**src/rtl/button_debouncer_if.sv**
```systemverilog
// Button conditioner signal bundle.
// master drives the raw button; slave is the debouncer.
interface button_debouncer_if;
    logic btn_n_i;
    logic btn_level_o;
    logic press_pulse_o;
    logic release_pulse_o;
    logic long_pulse_o;
    logic long_held_o;

    modport master (
        output btn_n_i,
        input  btn_level_o,
        input  press_pulse_o,
        input  release_pulse_o,
        input  long_pulse_o,
        input  long_held_o
    );

    modport slave (
        input  btn_n_i,
        output btn_level_o,
        output press_pulse_o,
        output release_pulse_o,
        output long_pulse_o,
        output long_held_o
    );
endinterface

```
**src/rtl/button_debouncer.sv**
```systemverilog
// Push-button conditioner: synchroniser, debounce FSM,
// press/release strobes and long-press detection.
module button_debouncer #(
    parameter int SYNC_STAGES  = 2,
    parameter int STABLE_COUNT = 270000,
    parameter int LONG_COUNT   = 27000000
) (
    input logic               clk,
    input logic               rst,
    button_debouncer_if.slave bus
);
    localparam int SW = $clog2(STABLE_COUNT + 1);
    localparam int HW = $clog2(LONG_COUNT + 1);
    localparam logic [SW-1:0] STAB_LAST = SW'(STABLE_COUNT - 1);
    localparam logic [HW-1:0] HOLD_MAX  = HW'(LONG_COUNT);
    localparam logic [HW-1:0] HOLD_LAST = HW'(LONG_COUNT - 1);

    typedef enum logic [1:0] {
        RELEASED,
        PRESS_CHK,
        PRESSED,
        RELEASE_CHK
    } state_t;

    state_t state, state_nx;

    // The FSM registers form the final synchroniser stage.
    logic [SYNC_STAGES-2:0] sync_q;
    logic sync;

    logic [SW-1:0] stab_cnt, stab_nx;
    logic [HW-1:0] hold_cnt, hold_nx;

    logic level_q, press_q, release_q, long_q, held_q;
    logic level_nx, press_nx, release_nx, long_nx, held_nx;

    assign sync = sync_q[SYNC_STAGES-2];

    always_ff @(posedge clk) begin
        if (!rst) begin
            sync_q <= '1;
        end else begin
            sync_q[0] <= bus.btn_n_i;
            for (int i = 1; i < SYNC_STAGES - 1; i++) begin
                sync_q[i] <= sync_q[i-1];
            end
        end
    end

    always_comb begin
        state_nx   = state;
        stab_nx    = stab_cnt;
        hold_nx    = hold_cnt;
        level_nx   = level_q;
        held_nx    = held_q;
        press_nx   = 1'b0;
        release_nx = 1'b0;
        long_nx    = 1'b0;

        if (state == PRESSED || state == RELEASE_CHK) begin
            if (hold_cnt != HOLD_MAX) begin
                hold_nx = hold_cnt + 1'b1;
                if (hold_cnt == HOLD_LAST) begin
                    long_nx = 1'b1;
                    held_nx = 1'b1;
                end
            end
        end

        unique case (state)
            RELEASED: begin
                hold_nx = '0;
                if (!sync) begin
                    state_nx = PRESS_CHK;
                    stab_nx  = SW'(1);
                end else begin
                    stab_nx = '0;
                end
            end
            PRESS_CHK: begin
                hold_nx = '0;
                if (sync) begin
                    state_nx = RELEASED;
                    stab_nx  = '0;
                end else if (stab_cnt == STAB_LAST) begin
                    state_nx = PRESSED;
                    stab_nx  = '0;
                    level_nx = 1'b1;
                    press_nx = 1'b1;
                end else begin
                    stab_nx = stab_cnt + 1'b1;
                end
            end
            PRESSED: begin
                if (sync) begin
                    state_nx = RELEASE_CHK;
                    stab_nx  = SW'(1);
                end
            end
            RELEASE_CHK: begin
                if (!sync) begin
                    state_nx = PRESSED;
                    stab_nx  = '0;
                end else if (stab_cnt == STAB_LAST) begin
                    // Release wins a tie with long-press so strobes never overlap.
                    state_nx   = RELEASED;
                    stab_nx    = '0;
                    hold_nx    = '0;
                    level_nx   = 1'b0;
                    release_nx = 1'b1;
                    long_nx    = 1'b0;
                    held_nx    = 1'b0;
                end else begin
                    stab_nx = stab_cnt + 1'b1;
                end
            end
            default: begin
                state_nx = RELEASED;
                stab_nx  = '0;
                hold_nx  = '0;
            end
        endcase
    end

    always_ff @(posedge clk) begin
        if (!rst) begin
            state     <= RELEASED;
            stab_cnt  <= '0;
            hold_cnt  <= '0;
            level_q   <= 1'b0;
            press_q   <= 1'b0;
            release_q <= 1'b0;
            long_q    <= 1'b0;
            held_q    <= 1'b0;
        end else begin
            state     <= state_nx;
            stab_cnt  <= stab_nx;
            hold_cnt  <= hold_nx;
            level_q   <= level_nx;
            press_q   <= press_nx;
            release_q <= release_nx;
            long_q    <= long_nx;
            held_q    <= held_nx;
        end
    end

    assign bus.btn_level_o     = level_q;
    assign bus.press_pulse_o   = press_q;
    assign bus.release_pulse_o = release_q;
    assign bus.long_pulse_o    = long_q;
    assign bus.long_held_o     = held_q;
endmodule

```
**src/flat_wrapper.sv**
```systemverilog
// flat-port wrapper written by rule: the top's interface ports become plain ports
module button_debouncer_flat 
#(
    parameter int SYNC_STAGES  = 2,
    parameter int STABLE_COUNT = 270000,
    parameter int LONG_COUNT   = 27000000
)
  (clk, rst, bus_btn_n_i, bus_btn_level_o, bus_press_pulse_o, bus_release_pulse_o, bus_long_pulse_o, bus_long_held_o);
  button_debouncer_if bus_i ();
  input logic clk;
  input logic rst;
  input wire logic [$bits(bus_i.btn_n_i)-1:0] bus_btn_n_i;
  output wire logic [$bits(bus_i.btn_level_o)-1:0] bus_btn_level_o;
  output wire logic [$bits(bus_i.press_pulse_o)-1:0] bus_press_pulse_o;
  output wire logic [$bits(bus_i.release_pulse_o)-1:0] bus_release_pulse_o;
  output wire logic [$bits(bus_i.long_pulse_o)-1:0] bus_long_pulse_o;
  output wire logic [$bits(bus_i.long_held_o)-1:0] bus_long_held_o;
  assign bus_i.btn_n_i = bus_btn_n_i;
  assign bus_btn_level_o = bus_i.btn_level_o;
  assign bus_press_pulse_o = bus_i.press_pulse_o;
  assign bus_release_pulse_o = bus_i.release_pulse_o;
  assign bus_long_pulse_o = bus_i.long_pulse_o;
  assign bus_long_held_o = bus_i.long_held_o;
  button_debouncer #(.SYNC_STAGES(SYNC_STAGES), .STABLE_COUNT(STABLE_COUNT), .LONG_COUNT(LONG_COUNT)) u_core (.clk(clk), .rst(rst), .bus(bus_i));
endmodule
```
**config.mk**
```make
export PLATFORM = sky130hd
export DESIGN_NAME = button_debouncer_flat
export DESIGN_NICKNAME = d
export VERILOG_FILES = /design/src/rtl/button_debouncer_if.sv /design/src/rtl/button_debouncer.sv /design/src/flat_wrapper.sv
export SDC_FILE = /design/constraint.sdc
export NUM_CORES = 1
export LEC_CHECK = 0
export ABC_CLOCK_PERIOD_IN_PS = 2690
export CAP_MARGIN = 10
export CORE_AREA = 2 2 134 71
export CTS_BUF_LIST = sky130_fd_sc_hd__clkbuf_16
export DETAILED_ROUTE_END_ITERATION = 10
export DIE_AREA = 0 0 136 73
export SLEW_MARGIN = 0
export SYNTH_ARGS = -nofsm -noshare
export SYNTH_HDL_FRONTEND = slang
export SYNTH_SLANG_ARGS = --single-unit
```
**constraint.sdc**
```tcl
create_clock -name clk -period 2.69 [get_ports clk]
set_clock_uncertainty 0.2 [all_clocks]
set_input_delay 0.269 -clock clk [delete_from_list [all_inputs] [get_ports clk]]
set_output_delay 0.269 -clock clk [all_outputs]
set_load 0.01 [all_outputs]
```
==> flow_summary.json, run 1 <==
{
  "min_path_type": "reg2reg",
  "portBuffers": 7,
  "nNetsFinal": 298,
  "ys_ff_latch": 52,
  "wl_per_cell_um": 12.1,
  "switching_share_pct": 21.0,
  "fp.dieW_um": 136,
  "clock_latency_ps": 290,
  "fmax_mhz": 422,
  "cts_tree": "built",
  "vias": 1986,
  "clkPwrFrac_pct": 44.7,
  "finalCritPeriodShare_pct": 88.2,
  "drive_gt1_share_pct": 8.87,
  "drt-pass1-iter-count": 4,
  "cellPowerDensity_nw_per_um2": 499,
  "final.setup.tns_ps": 0,
  "antenna_found_initial": 0,
  "combPwrFrac_pct": 1.1,
  "async_flop_share_pct": 0,
  "syn_avg_cell_area_um2": 8.91,
  "vias_per_cell": 4.80,
  "p_int_mw": 1.13,
  "path_class": "reg2reg",
  "min_from": "u_core.bus.btn_level_o$_SDFFE_PN0P_",
  "cp_data_required_time_ps": 2670,
  "seqPwrFrac_pct": 54.2,
  "rsz0062_at_grt": "false",
  "critPathLaunch": "u_core.stab_cnt[0]$_SDFFE_PN0P_",
  "maxSlewViolCount": 0,
  "syn_to_final_growth_pct": 13.0,
  "hold_violations": 0,
  "p_leak_nw": 0.893,
  "crit_path_max_fanout": 19,
  "synth.area.mux_share_pct": 0.394,
  "grt_pass1_vias": 1712,
  "drtIter0Drc": 258,
  "fillCellCount": 945,
  "p_sw_mw": 0.301,
  "synth_edf_count": 0,
  "grt_max_degree": 20,
  "syn_area_um2": 2540,
  "yosys.area_share.xor_xnor_pct": 13.1,
  "post_cts_buffers": 0,
  "cts-root-buf": "clkbuf_16",
  "gp_congestion": 0.821,
  "core_um2": 8950,
  "worst_slew_pin_slew_ps": 656,
  "wl_um": 5000,
  "grt_pass1_wl_um": 8470,
  "remaining_drc_errors": 0,
  "syn-num-nets": 291,
  "ys.flop_type": "dfxtp_1",
  "worstPathArrival_ps": 2360,
  "cts_buffers": 5,
  "synth_compound_area_share_pct": 5.42,
  "synthDistinctLibCells": 51,
  "ys_warn_count": 0,
  "finish.utilization_pct": 32.1,
  "layout_min_cycle_time_ps": 2370,
  "drv_cap": 0,
  "clk_path_buf_depth": 2,
  "setup_viol": 0,
  "fp.dieH_um": 73,
  "status": "finished, final reports clean",
  "rr_startpoint": "u_core.stab_cnt[0]$_SDFFE_PN0P_",
  "netlist.area_leader.share_pct": 41.0,
  "grt.total_usage_pct": 10.8,
  "synth.most_common_cell": "dfxtp_1",
  "synth_area_leaders": "dfxtp_1, xor2_1, nor2_1",
  "path_cells": "ha_1, nor4bb_2, and3_4, and3_1, a21o_1, buf_12, nor2_1",
  "cp-start-kind": "flop",
  "start_util_pct": 28.4,
  "io_pins": 8,
  "vdd_drop_max_mv": 0.277,
  "yosysTopAreaCell": "dfxtp_1",
  "synth_top_family_by_area": "simple AND/OR/NAND/NOR gates",
  "hold_buffers": 0,
  "cp_slowest_cell": "dfxtp_1",
  "end_kind": "flop",
  "rows": 25,
  "synth_common_cells": "dfxtp_1, nor2_1, xor2_1",
  "seqCellArea_um2": 1040,
  "ys_seq_area_share_pct": 41.0,
  "cts_htree_levels": 2,
  "grt_remaining_overflow": 0,
  "die_area_um2": 9930,
  "synthAdderAreaFrac_pct": 1.48,
  "multi_input_area_um2": 1380,
  "dp_hpwl_um": 3730,
  "critPathMaxStageDelay_ps": 390,
  "cts_num_sinks": 52,
  "cts.clk_slew.worst_paths_ps": 70,
  "netlist_instances": 285,
  "antenna_cells": 0,
  "cts_resized": 0,
  "postRouteAntennaNets": 0,
  "max_slew_margin_pct": 55.7,
  "yosys.area_share.simple_pct": 34.1
}
-- cell type report --
type / instances / share of cell area (%)
multi-input combinational: 215 / 48.1
sequential: 52 / 36.3
tap: 121 / 5.28
clock buffer: 5 / 4.36
timing repair buffer: 12 / 4.19
clock inverter: 3 / 0.959
inverter: 6 / 0.785
-- routing by layer --
metal | track usage, % | wire, um | up-vias
met5 | 0 | 0 | -
met3 | 1.46 | 264 | 6
met4 | 4.17 | 72 | 0
li1 | - | - | 1017
met2 | 13.4 | 1770 | 53
met1 | 17.7 | 2890 | 910
-- power groups by stage --
stage | combinational [mW] | sequential [mW] | clock (mW)
CTS | 0.0153 | 0.776 | 0.654
global placement | 0.0152 | 0.794 | 0
floorplan | 0.0137 | 0.790 | 0
detailed placement | 0.0150 | 0.794 | 0
finish | 0.0154 | 0.776 | 0.641
global route | 0.0177 | 0.777 | 0.696
-- registers in the layout (all words and copies together), names as in the netlist, named ones only --
signal,cells
u_core.bus.long_held_o,1
u_core.bus.long_pulse_o,1
u_core.stab_cnt,19
u_core.bus.btn_level_o,1
u_core.state,1
u_core.sync,1
u_core.bus.release_pulse_o,1
u_core.bus.press_pulse_o,1
u_core.hold_cnt,25
-- placed cells by master (no fill, tap or decap), types with 2 or more instances in the layout --
cell	Yosys	layout
a21o_1	2	2
a21oi_1	6	6
and3_1	5	5
and3b_1	2	2
and4_1	3	3
buf_4	4	4
clkbuf_16	0	5
clkdlybuf4s50_1	0	7
dfxtp_1	52	52
ha_1	3	3
inv_1	6	6
nand2_1	24	24
nand2b_1	3	3
nand3_1	16	16
nand4_1	20	20
nor2_1	45	45
nor3_1	11	11
nor4_1	3	3
nor4b_1	2	2
o211ai_1	3	3
o21ai_0	3	3
or2_2	2	2
or3_1	2	2
xnor2_1	10	10
xor2_1	26	26
-- metrics by stage --
| step | area (um2) | instances | setup slack (ps) | total power, mW | hold WS [ps] |
|---|---|---|---|---|---|
| after global routing | 2870 | 414 | 69.1 | 1.49 | 347 |
| after detailed placement | 2720 | 406 | 286 | 0.809 | 311 |
| after CTS | 2870 | 414 | 288 | 1.45 | 325 |
| after floorplan | 2540 | 285 | 637 | 0.804 | 142 |
| after global placement | 2720 | 406 | 329 | 0.809 | 284 |
| final | 2870 | 414 | 318 | 1.43 | 320 |
-- critical path, delay by kind of cell (launching register included) --
kind	cells	cell delay, ps
and+or+nand+nor	4	850
buffers and inverters	1	200
AOI/OAI and AO/OA	1	330
DFF	1	390
adders and majority gates	1	290
-- path summary, 6_finish.rpt --
kind / slack [ps] / cells past startpoint / to
min reg2reg: 320 / 2 / u_core.bus.btn_level_o$_SDFFE_PN0P_
min: 320 / 2 / u_core.bus.btn_level_o$_SDFFE_PN0P_
max reg2reg: 320 / 7 / u_core.hold_cnt[9]$_SDFF_PN0_
max: 320 / 7 / u_core.hold_cnt[9]$_SDFF_PN0_
-- cell families after synthesis --
family,Yosys count
and+or+nand+nor,153
DFF,52
xor gates and xnor gates,37
AOI/OAI and AO/OA,21
buffers and inverters,18
adders and majority gates,3
muxes,1
Note: power is estimated with default switching activity, not from simulation.
==> run 2: changes to the inputs <==
Settings changed: CTS_CLUSTER_SIZE set to 40, SETUP_SLACK_MARGIN set to 0.4.
==> flow_summary.json, run 2 (synthesized netlist as in run 1, its figures left out) <==
{
  "layout_common_cells": "dfxtp_1, nor2_1, xor2_1, nand2_1, nand4_1",
  "hold_violations": 0,
  "io_pins": 8,
  "postRouteAntennaNets": 0,
  "rsz0062_at_grt": "false",
  "rr_startpoint": "u_core.sync$_SDFF_PN1_",
  "fp.dieH_um": 73,
  "cts-root-buf": "clkbuf_16",
  "multi_input_area_um2": 1400,
  "path_cells": "nor3b_4, buf_4, or4b_4, or3_1, a21oi_1",
  "clock_latency_ps": 290,
  "setup_viol": 0,
  "cellPowerDensity_nw_per_um2": 494,
  "cts_num_sinks": 52,
  "final.setup.tns_ps": 0,
  "start_util_pct": 28.4,
  "remaining_drc_errors": 0,
  "critPathLaunch": "u_core.sync$_SDFF_PN1_",
  "largest_reg_flops": 25,
  "vdd_drop_max_mv": 0.284,
  "finalCritPeriodShare_pct": 80.9,
  "grt_pass1_vias": 1712,
  "grt_remaining_overflow": 0,
  "p_leak_nw": 0.903,
  "antenna_found_initial": 0,
  "drtIter0Drc": 246,
  "rows": 25,
  "critPathMaxStageDelay_ps": 600,
  "drv_cap": 0,
  "dp_hpwl_um": 3730,
  "p_total_mw": 1.44,
  "min_path_type": "reg2reg",
  "cp_data_required_time_ps": 2710,
  "syn_to_final_growth_pct": 14.4,
  "drive_gt1_share_pct": 11.5,
  "path_class": "reg2reg",
  "status": "finished, final reports clean",
  "vias_per_cell": 4.76,
  "end_kind": "flop",
  "cp-start-kind": "flop",
  "fillCellCount": 940,
  "min_from": "u_core.bus.btn_level_o$_SDFFE_PN0P_",
  "wl_um": 5050,
  "vias": 1982,
  "grt_pass1_wl_um": 8470,
  "nNetsFinal": 300,
  "cp_slowest_cell": "dfxtp_1",
  "core_um2": 8950,
  "clk_path_buf_depth": 2,
  "grt.total_usage_pct": 10.8,
  "cts_tree": "built",
  "whs_ps": 317,
  "worst_slew_pin_slew_ps": 490,
  "maxSlewViolCount": 0,
  "fmax_mhz": 459,
  "seqCellArea_um2": 1040,
  "worstPathArrival_ps": 2200,
  "top_register": "u_core.hold_cnt",
  "biggestRegsByFlops": "u_core.hold_cnt: 25 flops, u_core.stab_cnt: 19 flops",
  "hold_buffers": 0,
  "grt_max_degree": 20,
  "cts_htree_levels": 2,
  "cts.clk_slew.worst_paths_ps": 70,
  "layout_min_cycle_time_ps": 2180,
  "gp_congestion": 0.821,
  "crit_path_max_fanout": 9,
  "cts_buffers": 5,
  "portBuffers": 7,
  "wl_per_cell_um": 12.1,
  "die_area_um2": 9930,
  "drt-pass1-iter-count": 4,
  "fp.dieW_um": 136,
  "antenna_cells": 0,
  "final_common_cell": "dfxtp_1",
  "max_slew_margin_pct": 67.1
}
[run 2: report_power, final]
part	leakage, nW	internal [mW]	switching, mW
sequential	0.420	0.771	0.00512
clock	0.0719	0.353	0.291
combinational	0.412	0.00706	0.00869
[run 2: per-layer routing]
| layer | GRT usage [%] | part of all wire, % | vias up |
|---|---|---|---|
| met5 | 0 | 0 | - |
| met4 | 4.17 | 1.4 | 0 |
| met3 | 1.46 | 4.9 | 6 |
| met2 | 13.4 | 35 | 47 |
| met1 | 17.7 | 58 | 903 |
| li1 | - | - | 1026 |
[run 2: per-stage QoR]
stage,std cells,util [%],cell area (um2),setup WS (ps)
finish,416,32.5,2900,513
global route,416,32.5,2900,414
CTS,414,32.1,2870,407
detailed placement,406,30.4,2720,286
global placement,406,30.4,2720,329
floorplan,285,-,2540,637
[run 2: repair_timing]
action	4_1_cts	5_1_grt
gates resized for setup	2	5
endpoints found under the setup margin	21	35
buffers inserted	0	2
[run 2: critical path, delay by kind of cell (launching register included)]
kind	cells	cell delay, ps
and+or+nand+nor	3	970
DFF	1	600
buffers and inverters	1	180
AOI/OAI and AO/OA	1	140
[run 2: final cells by class]
class,count,area share [%]
Timing Repair Buffer,14,4.65
Inverter,6,0.776
Multi-Input combinational cell,215,48.2
Clock buffer,5,4.31
Clock inverter,3,0.948
Sequential cell,52,35.9
Tap cell,121,5.21
[run 2: worst paths after layout]
kind	to	slack [ps]	cells past startpoint
min reg2reg	u_core.bus.btn_level_o$_SDFFE_PN0P_	320	2
max	u_core.stab_cnt[10]$_SDFFE_PN0P_	510	5
max reg2reg	u_core.stab_cnt[10]$_SDFFE_PN0P_	510	5
min	u_core.bus.btn_level_o$_SDFFE_PN0P_	320	2
